File: config.mk
export PLATFORM = sky130hd
export DESIGN_NAME = si4463_spi_responder
export DESIGN_NICKNAME = d
export VERILOG_FILES = /design/src/rtl/si4463_spi_responder.sv
export SDC_FILE = /design/constraint.sdc
export NUM_CORES = 1
export LEC_CHECK = 0
export ABC_CLOCK_PERIOD_IN_PS = 8000
export BUFFER_PORTS_ARGS = -buffer_cell sky130_fd_sc_hd__buf_2
export CORE_MARGIN = 8
export CORE_UTILIZATION = 30
export CTS_CLUSTER_SIZE = 10
export DETAILED_ROUTE_END_ITERATION = 7
export PLACE_DENSITY = 0.42
export SLEW_MARGIN = 20
export SYNTH_ARGS = -nofsm -noshare
export SYNTH_HDL_FRONTEND = slang
export SYNTH_SLANG_ARGS = --single-unit
File: constraint.sdc
create_clock -name clk -period 8 [get_ports clk]
set_clock_uncertainty 0.1 [all_clocks]
set_input_delay 1.6 -clock clk [delete_from_list [all_inputs] [get_ports clk]]
set_output_delay 1.6 -clock clk [all_outputs]
set_load 0.03 [all_outputs]
File: src/rtl/si4463_spi_responder.sv
// si4463_spi_responder: SPI-slave stand-in for the Si4463 radio command interface.
// Decodes the opcode, answers READ_CMD_BUFF with CTS, and holds the radio TX/RX FIFOs.
// Build option SI4463_LOOPBACK_EN: the TX FIFO drains straight into the RX FIFO and
// the model-side TX/RX ports are ignored.
//
// state  | meaning
// IDLE   | deselected, waiting for ss_n fall
// OPCODE | shifting in the command byte
// WR_TX  | payload bytes are pushed into the TX FIFO
// RD_RX  | RX FIFO bytes are shifted out on miso
// RD_CMD | READ_CMD_BUFF, first reply byte carries CTS
// ARGS   | generic command, argument bytes discarded
module si4463_spi_responder #(
    parameter int FIFO_DEPTH = 64,
    parameter int CTS_DELAY  = 16,
    parameter int RX_THRESH  = 32
) (
    input  logic       clk,
    input  logic       reset,
    input  logic       sclk,
    input  logic       mosi,
    output logic       miso,
    input  logic       ss_n,
    output logic       irq_n,
    input  logic       tx_rd,
    output logic [7:0] tx_data,
    output logic       tx_empty,
    input  logic       rx_wr,
    input  logic [7:0] rx_data,
    output logic       rx_full,
    output logic       cmd_strobe,
    output logic [7:0] cmd_opcode
);
    localparam int AW = $clog2(FIFO_DEPTH);
    localparam int CW = $clog2(CTS_DELAY + 1);
    localparam logic [7:0] OP_WRITE_TX  = 8'h66;
    localparam logic [7:0] OP_READ_RX   = 8'h77;
    localparam logic [7:0] OP_READ_CMD  = 8'h44;
    localparam logic [7:0] OP_FIFO_INFO = 8'h15;

    typedef enum logic [2:0] {IDLE, OPCODE, WR_TX, RD_RX, RD_CMD, ARGS} state_t;
    state_t state_q, state_d, nxt_state;

    logic sclk_meta_q, sclk_sync_q, sclk_prev_q;
    logic mosi_meta_q, mosi_sync_q;
    logic ss_meta_q, ss_sync_q, ss_prev_q;
    logic sclk_rise, sclk_fall, ss_rise, ss_fall;
    logic [7:0] in_byte;

    logic [2:0]    bit_cnt_q, bit_cnt_d;
    logic [6:0]    in_sr_q, in_sr_d;
    logic [7:0]    out_sr_q, out_sr_d, opcode_q, opcode_d, cmd_opcode_q, cmd_opcode_d;
    logic          cmd_strobe_q, cmd_strobe_d, irq_n_q, irq_n_d;
    logic          tx_ovf_q, tx_ovf_d, rx_unf_q, rx_unf_d, rx_valid_q, rx_valid_d;
    logic          cts_snap_q, cts_snap_d, cts;
    logic [CW-1:0] cts_cnt_q, cts_cnt_d;

    logic [7:0]  tx_mem_q [FIFO_DEPTH];
    logic [7:0]  rx_mem_q [FIFO_DEPTH];
    logic [AW:0] tx_wp_q, tx_wp_d, tx_rp_q, tx_rp_d, rx_wp_q, rx_wp_d, rx_rp_q, rx_rp_d;
    logic [AW:0] rx_count;
    logic        tx_empty_i, tx_full_i, rx_empty_i, rx_full_i;
    logic        spi_tx_push, spi_rx_pop, tx_pop, rx_push;
    logic [7:0]  tx_head, rx_head, rx_next, rx_wdata;

    assign sclk_rise = sclk_sync_q & ~sclk_prev_q;
    assign sclk_fall = ~sclk_sync_q & sclk_prev_q;
    assign ss_rise   = ss_sync_q & ~ss_prev_q;
    assign ss_fall   = ~ss_sync_q & ss_prev_q;
    assign in_byte   = {in_sr_q, mosi_sync_q};
    assign cts       = (cts_cnt_q == '0);

    assign tx_empty_i = (tx_wp_q == tx_rp_q);
    assign tx_full_i  = (tx_wp_q[AW] != tx_rp_q[AW]) && (tx_wp_q[AW-1:0] == tx_rp_q[AW-1:0]);
    assign rx_empty_i = (rx_wp_q == rx_rp_q);
    assign rx_full_i  = (rx_wp_q[AW] != rx_rp_q[AW]) && (rx_wp_q[AW-1:0] == rx_rp_q[AW-1:0]);
    assign rx_count   = rx_wp_q - rx_rp_q;
    assign tx_head    = tx_mem_q[tx_rp_q[AW-1:0]];
    assign rx_head    = rx_mem_q[rx_rp_q[AW-1:0]];
    assign rx_next    = rx_mem_q[rx_rp_q[AW-1:0] + AW'(1)];

`ifdef SI4463_LOOPBACK_EN
    logic lb_move;
    assign lb_move  = !tx_empty_i && !rx_full_i;
    assign tx_pop   = lb_move;
    assign rx_push  = lb_move;
    assign rx_wdata = tx_head;
    assign tx_empty = 1'b1;
    assign tx_data  = 8'h00;
`else
    assign tx_pop   = tx_rd;
    assign rx_push  = rx_wr;
    assign rx_wdata = rx_data;
    assign tx_empty = tx_empty_i;
    assign tx_data  = tx_head;
`endif

    assign miso       = out_sr_q[7];
    assign irq_n      = irq_n_q;
    assign rx_full    = rx_full_i;
    assign cmd_strobe = cmd_strobe_q;
    assign cmd_opcode = cmd_opcode_q;

    // Command FSM, byte assembly, reply shifting and CTS timer
    always_comb begin
        state_d      = state_q;
        nxt_state    = state_q;
        bit_cnt_d    = bit_cnt_q;
        in_sr_d      = in_sr_q;
        out_sr_d     = out_sr_q;
        opcode_d     = opcode_q;
        cmd_opcode_d = cmd_opcode_q;
        cmd_strobe_d = 1'b0;
        tx_ovf_d     = tx_ovf_q;
        rx_unf_d     = rx_unf_q;
        rx_valid_d   = rx_valid_q;
        cts_snap_d   = cts_snap_q;
        cts_cnt_d    = cts ? cts_cnt_q : cts_cnt_q - 1'b1;
        spi_tx_push  = 1'b0;
        spi_rx_pop   = 1'b0;
        irq_n_d      = !((rx_count >= (AW+1)'(RX_THRESH)) || tx_ovf_q || rx_unf_q);
        if (ss_rise) begin
            state_d    = IDLE;
            bit_cnt_d  = 3'd0;
            out_sr_d   = 8'h00;
            rx_valid_d = 1'b0;
            if (state_q == ARGS) begin
                cmd_opcode_d = opcode_q;
                cmd_strobe_d = 1'b1;
                cts_cnt_d    = CW'(CTS_DELAY);
                if (opcode_q == OP_FIFO_INFO) begin
                    tx_ovf_d = 1'b0;
                    rx_unf_d = 1'b0;
                end
            end
        end else if (state_q == IDLE) begin
            if (ss_fall) begin
                state_d    = OPCODE;
                bit_cnt_d  = 3'd0;
                out_sr_d   = 8'h00;
                // CTS is captured at select so a READ_CMD_BUFF right behind a command sees busy
                cts_snap_d = cts;
            end
        end else begin
            // the falling edge right after a byte boundary presents the freshly loaded MSB
            if (sclk_fall && bit_cnt_q != 3'd0) out_sr_d = {out_sr_q[6:0], 1'b0};
            if (sclk_rise) begin
                in_sr_d   = in_byte[6:0];
                bit_cnt_d = bit_cnt_q + 3'd1;
            end
            if (sclk_rise && bit_cnt_q == 3'd7) begin
                if (state_q == OPCODE) begin
                    opcode_d = in_byte;
                    case (in_byte)
                        OP_WRITE_TX: nxt_state = WR_TX;
                        OP_READ_RX:  nxt_state = RD_RX;
                        OP_READ_CMD: nxt_state = RD_CMD;
                        default:     nxt_state = ARGS;
                    endcase
                end
                if (state_q == WR_TX) begin
                    if (tx_full_i) tx_ovf_d = 1'b1;
                    else           spi_tx_push = 1'b1;
                end
                if (state_q == RD_RX) begin
                    if (rx_valid_q) spi_rx_pop = 1'b1;
                    else            rx_unf_d = 1'b1;
                end
                state_d    = nxt_state;
                out_sr_d   = 8'h00;
                rx_valid_d = 1'b0;
                if (nxt_state == RD_RX) begin
                    if (spi_rx_pop) begin
                        if (rx_count > (AW+1)'(1)) begin
                            out_sr_d   = rx_next;
                            rx_valid_d = 1'b1;
                        end
                    end else if (!rx_empty_i) begin
                        out_sr_d   = rx_head;
                        rx_valid_d = 1'b1;
                    end
                end else if (nxt_state == RD_CMD && state_q == OPCODE) begin
                    out_sr_d = cts_snap_q ? 8'hFF : 8'h00;
                end
            end
        end
    end

    // FIFO pointer advance; push on full and pop on empty are dropped
    always_comb begin
        tx_wp_d = tx_wp_q;
        tx_rp_d = tx_rp_q;
        rx_wp_d = rx_wp_q;
        rx_rp_d = rx_rp_q;
        if (spi_tx_push && !tx_full_i) tx_wp_d = tx_wp_q + 1'b1;
        if (tx_pop && !tx_empty_i)     tx_rp_d = tx_rp_q + 1'b1;
        if (rx_push && !rx_full_i)     rx_wp_d = rx_wp_q + 1'b1;
        if (spi_rx_pop && !rx_empty_i) rx_rp_d = rx_rp_q + 1'b1;
    end

    // FIFO storage writes
    always_ff @(posedge clk) begin
        if (spi_tx_push && !tx_full_i) tx_mem_q[tx_wp_q[AW-1:0]] <= in_byte;
        if (rx_push && !rx_full_i)     rx_mem_q[rx_wp_q[AW-1:0]] <= rx_wdata;
    end

    // State registers; ss_n synchroniser resets low so a select held across reset is ignored
    always_ff @(posedge clk or posedge reset) begin
        if (reset) begin
            sclk_meta_q  <= 1'b0;
            sclk_sync_q  <= 1'b0;
            sclk_prev_q  <= 1'b0;
            mosi_meta_q  <= 1'b0;
            mosi_sync_q  <= 1'b0;
            ss_meta_q    <= 1'b0;
            ss_sync_q    <= 1'b0;
            ss_prev_q    <= 1'b0;
            state_q      <= IDLE;
            bit_cnt_q    <= 3'd0;
            in_sr_q      <= 7'h00;
            out_sr_q     <= 8'h00;
            opcode_q     <= 8'h00;
            cmd_opcode_q <= 8'h00;
            cmd_strobe_q <= 1'b0;
            irq_n_q      <= 1'b1;
            tx_ovf_q     <= 1'b0;
            rx_unf_q     <= 1'b0;
            rx_valid_q   <= 1'b0;
            cts_snap_q   <= 1'b1;
            cts_cnt_q    <= '0;
            tx_wp_q      <= '0;
            tx_rp_q      <= '0;
            rx_wp_q      <= '0;
            rx_rp_q      <= '0;
        end else begin
            sclk_meta_q  <= sclk;
            sclk_sync_q  <= sclk_meta_q;
            sclk_prev_q  <= sclk_sync_q;
            mosi_meta_q  <= mosi;
            mosi_sync_q  <= mosi_meta_q;
            ss_meta_q    <= ss_n;
            ss_sync_q    <= ss_meta_q;
            ss_prev_q    <= ss_sync_q;
            state_q      <= state_d;
            bit_cnt_q    <= bit_cnt_d;
            in_sr_q      <= in_sr_d;
            out_sr_q     <= out_sr_d;
            opcode_q     <= opcode_d;
            cmd_opcode_q <= cmd_opcode_d;
            cmd_strobe_q <= cmd_strobe_d;
            irq_n_q      <= irq_n_d;
            tx_ovf_q     <= tx_ovf_d;
            rx_unf_q     <= rx_unf_d;
            rx_valid_q   <= rx_valid_d;
            cts_snap_q   <= cts_snap_d;
            cts_cnt_q    <= cts_cnt_d;
            tx_wp_q      <= tx_wp_d;
            tx_rp_q      <= tx_rp_d;
            rx_wp_q      <= rx_wp_d;
            rx_rp_q      <= rx_rp_d;
        end
    end
endmodule

# Yosys cells after proc, flatten, opt, wreduce, memory -nomap -nowiden
# Memory sizes are Yosys's and may differ from the RTL's.
# Index checks and enable logic that the tools add are counted.
[word_totals]
regBits = 84
mem_bits_rw = 1024
inputBits = 15
out_inout_bits = 21
wordCells = 170
mem_count = 2
[mem_list]
columns = ["name", "depth", "width", "read_ports", "rd_clocked_by_memory_dff", "write_ports", "line_no", "rtl"]
rows = [
  ["rx_mem_q", 64, 8, 2, 0, 1, "59", "logic [7:0] rx_mem_q [FIFO_DEPTH];"],
  ["tx_mem_q", 64, 8, 1, 0, 1, "58", "logic [7:0] tx_mem_q [FIFO_DEPTH];"],
]
[classes]
addsub = 8
magnitude_cmp = 2
n_eq_ne = 22
muxes = 65
n_bitwise = 10
n_reduce_logical = 36
[ops]
columns = ["operator", "n"]
rows = [
  ["8-bit 2-to-1 mux", 11],
  ["1-bit 2-to-1 mux", 38],
  ["3-bit 2-to-1 mux", 12],
  ["7-bit by 1-bit adder with 7-bit output, second input constant", 4],
  ["8-bit by 7-bit == test with 1-bit output, second input constant", 3],
  ["5-bit 2-to-1 mux", 3],
  ["7-bit == test", 2],
  ["6-bit == test", 2],
  ["6-bit AND reduction", 2],
  ["2-bit AND reduction", 5],
  ["3-bit by 2-bit == test with 1-bit output, second input constant", 3],
  ["3-bit == test, second input constant", 3],
  ["1-bit logical AND", 9],
  ["3-bit case mux with 3 select lines", 1],
  ["3-bit nonzero test", 3],
  ["8-bit by 5-bit == test with 1-bit output, second input constant", 1],
  ["2-bit nonzero test", 4],
  ["7-bit by 6-bit >= comparator with 1-bit output, second input constant", 1],
  ["7-bit by 1-bit greater-than comparator with 1-bit output, second input constant", 1],
  ["7-bit subtractor", 1],
  ["6-bit by 1-bit adder with 6-bit output, second input constant", 1],
  ["1-bit NOT", 6],
  ["3-bit AND reduction", 2],
  ["1-bit logical NOT", 5],
  ["other kinds (13)", 20],
]

# Longest topological paths before layout
[logic_depth]
word_depth = 13
depth_mapped = 13
mapped_depth_nobuf = 11

# Worst setup path before layout
# Ideal clock, no wire load.
[synth_timing]
path_type = "reg-to-output"
from = "register tx_rp_q[0]"
to = "output tx_data[0]"
arrival_time_ps = 2618
required_time_ps = 6300
slack_ps = 3682
stages_incl_launch_ff = 6
path_buffers = 2
path_cell_list = "dfrtp_1 -> clkbuf_1 -> clkbuf_1 -> mux4_2 -> mux4_2 -> mux4_2"
[synth_between]
elab_chain_cells = 1
[synth_lines]
columns = ["element", "line_no", "rtl"]
rows = [
  ["start, declared", "60", "logic [AW:0] tx_wp_q, tx_wp_d, tx_rp_q, tx_rp_d, rx_wp_q, rx_wp_d, rx_rp_q, rx_rp_d;"],
  ["start signal, assigned", "258", "tx_rp_q <= tx_rp_d;"],
  ["memory read 64 x 8 bit", "n/a", ""],
  ["end, declared", "26", "output logic [7:0] tx_data,"],
]
# Every way passes these cells.

# Worst setup path in the final report
[layout_timing]
from = "register tx_rp_q[1]"
to = "output tx_data[0]"
# The elaborated chain is that of the path after synthesis.

==> impl_metrics.py <==
metrics = {
    "worst_hold_path": {
        "hold_path_depth": 0,
        "hp-class": "reg -> reg",
        "hold_end": "ss_sync_q$_DFF_PP0_",
        "hold_start": "ss_meta_q$_DFF_PP0_",
    },
    "setup_path": {
        "crit_arrival_ps": 4160,
        "crit_top_cell": "mux4_2",
        "startpoint_type": "flip-flop",
        "crit_path_end_kind": "primary output",
        "slowest_delay_ps": 1050,
        "rr_startpoint": "rx_rp_q[4]$_DFFE_PP0P_",
        "reg2reg_depth": 7,
        "slowest_stage": "dfrtp_4",
        "r2r_end": "rx_mem_q[49][3]$_DFFE_PP_",
        "r2r_slack_ps": 2580,
        "worstPathRequired_ps": 6300,
        "crit_fanout": 60,
        "worstSetupPathType": "reg -> out",
        "path_cells": "buf_4 > mux4_2 > mux4_2 > mux4_2 > buf_2",
    },
    "timing": {
        "drv_slew": 0,
        "rsz0062_at_grt": "no",
        "fin_crit_sh_pct": 73.3,
        "worstMarginPinSlew_ps": 1180,
        "period_needed_ps": 5860,
        "setup_tns_ps": 0,
        "hold_viol": 0,
        "relSlewSlack_pct": 21.2,
        "fmaxAchievable_ghz": 0.171,
        "setup_violations": 0,
    },
    "logic_synthesis": {
        "synthesis.area_sq_mm": 0.0479,
        "syn_area_per_cell_sq_um": 19.7,
        "syn_inst": 2435,
        "yosys-top-cells-area": "edfxtp_1, mux4_2, dfrtp_1, mux2i_1, nor2_1",
        "yosys_warnings": 0,
        "yosys.area.top_type": "edfxtp_1",
        "yosys.cell_count.top_type": "edfxtp_1",
        "ys_seq_area_share_pct": 68.5,
        "synth_nets": 2467,
        "synth_flop_cell": "edfxtp_1",
        "synthTopCellsByCount": "edfxtp_1, mux4_2, nor2_1, nand2_1, clkbuf_1",
        "synth_cell_type_count": 67,
        "synth-async-reset-ratio_pct": 7.58,
        "synth_edf_count": 1024,
        "synth_top_area_share_pct": 64.1,
        "ys_seq_elements": 1108,
    },
    "clock_network": {
        "clock_latency_ps": 760,
        "clock-sinks": 1108,
        "cts_resized": 0,
        "cts.path.max_buffers": 3,
        "tritoncts": "yes",
        "path_clk_slew_ps": 60,
        "root_buffer": "clkbuf_16",
        "htree_levels": 4,
        "cts_inserted_buffers": 135,
        "cts_setup_buffers": 0,
        "hold_buffers": 0,
    },
    "floorplanning": {
        "die_w_microns": 416,
        "die_area_sq_mm": 0.173,
        "start_util_pct": 30.2,
        "core-area_sq_mm": 0.159,
        "num_rows": 146,
        "die_h_microns": 416,
        "top_level_ports": 36,
    },
    "grt": {
        "grt_usage_pct": 15.8,
        "grt_start_max_net_pins": 127,
        "grt_overflow": 0,
        "grt_pass1_wl_mm": 199,
        "antenna_found_initial": 3,
        "grt_pass1_vias": 25646,
    },
    "cells_and_area": {
        "nNetsFinal": 2514,
        "register_area_sq_mm": 0.0329,
        "area_delta_synth_final_pct": 13.4,
        "final_layout_size_suffix_gt1_share_pct": 28.9,
        "n_fill_cell": 14871,
        "multi_input_area_sq_mm": 0.0143,
    },
    "drt": {
        "wl_mm": 139,
        "vias": 24474,
        "drtIter0Drc": 2170,
        "first_pass_iters": 5,
        "final_antenna_net_count": 0,
        "avgViaCountPerCell": 5.29,
        "drc_errors": 0,
        "wl_per_cell_microns": 30.1,
    },
    "flow_run": {
        "cap_violations": 0,
    },
    "power_and_ir_drop": {
        "ir_worst_vdd_mv": 0.214,
        "p_leak_nw": 16.4,
        "pwr_density_cell_mw_per_mm2": 248,
        "finalPower_w": 0.0135,
    },
    "status": {
        "status": "completed",
    },
    "placement": {
        "port-buffer-count": 35,
        "gp_congestion": 0.796,
        "place_hpwl_mm": 86.8,
    },
}
## flip-flops by register name, summed over array words and instances, names as in the netlist, 3 cells and up
name	count
tx_rp_q	7
rx_wp_q	7
state_q	3
tx_mem_q	512
opcode_q	8
out_sr_q	8
rx_rp_q	7
tx_wp_q	7
cts_cnt_q	5
in_sr_q	7
rx_mem_q	512
bit_cnt_q	3
cmd_opcode	8
## routing by layer
layer / share of wire (%) / global-route usage (%) / routed length (microns) / vias up
met5: 0.0093 / 0 / 13 / -
met4: 2.2 / 4.14 / 3060 / 2
met3: 4.4 / 2.53 / 6160 / 174
met2: 50 / 27.0 / 70300 / 669
met1: 43 / 21.1 / 59900 / 13380
li1: - / - / - / 10249
## worst max-delay path by stage
stage,slack [ps],cells past startpoint,start,endpoint
2_1_floorplan,3680,5,tx_rp_q[0]$_DFFE_PP0P_,tx_data[0]
3_3_place_gp,2790,7,rx_rp_q[4]$_DFFE_PP0P_,rx_mem_q[37][5]$_DFFE_PP_
3_5_place_dp,2650,7,rx_rp_q[4]$_DFFE_PP0P_,rx_mem_q[37][0]$_DFFE_PP_
4_1_cts,1950,5,tx_rp_q[1]$_DFFE_PP0P_,tx_data[5]
5_1_grt,1950,5,tx_rp_q[0]$_DFFE_PP0P_,tx_data[1]
6_report,2140,5,tx_rp_q[1]$_DFFE_PP0P_,tx_data[0]
## critical path: cells and delay by family (launching register included)
family   cells  cell delay, ps
buf+inv      2             790
flops        1            1050
mux          3            1490
## cells in the final DEF (no fill, tap or decap), types with 8 or more instances in the layout
cell       instances
edfxtp_1        1024
mux4_2           430
nor2_1           145
clkbuf_16        136
nand2_1           93
mux2i_1           73
dfrtp_1           68
buf_4             42
clkbuf_1          34
a21oi_1           32
o21ai_0           28
o221ai_1          28
buf_2             27
mux2_2            26
nand3_1           26
xnor2_1           25
o22ai_1           20
inv_1             19
nor2b_1           15
a211oi_1          15
ha_1              15
xor2_1            13
nor2_2            13
clkinv_1          12
nand4_1           10
dfrtp_2           10
and2_1             8
nor3_1             8
nand2b_1           8
nand3b_1           8
## power breakdown
part | internal, W | switching [W] | total (W)
clock | 0.00321 | 0.00237 | 0.00558
sequential | 0.00677 | 0.000178 | 0.00695
combinational | 0.000243 | 0.000727 | 0.000970
## kinds of logic after synthesis
kind of cell	Yosys count	share of synthesized area [%]
buffers and inverters	186	1.76
flip-flops	1108	68.5
XOR/XNOR	41	0.765
AO/OA/AOI/OAI	178	2.53
AND/OR/NAND/NOR	376	3.62
multiplexers	529	22.3
adder cells (fa/ha/maj)	17	0.459
## cell type report
type	count	area share (%)
multi-input cells	1141	26.3
diodes	3	0.0138
clock inverters	31	0.633
clock buffers	174	6.60
repair buffers	75	1.02
flip-flops and latches	1108	60.5
well taps	2072	4.77
inverters	21	0.150
## stage by stage
step                      instances  utilization, %  hold slack [ps]  setup WS, ps  cell area (sq um)
after floorplan                2435               -              231          3680              47900
after global placement         4416            31.8              238          2790              50400
after detailed placement       4417            31.8              238          2650              50400
after CTS                      4622            34.3              248          1950              54300
after global routing           4622            34.3              258          1950              54400
final                          4625            34.3              246          2140              54400
(Power assumes the default switching activity.)
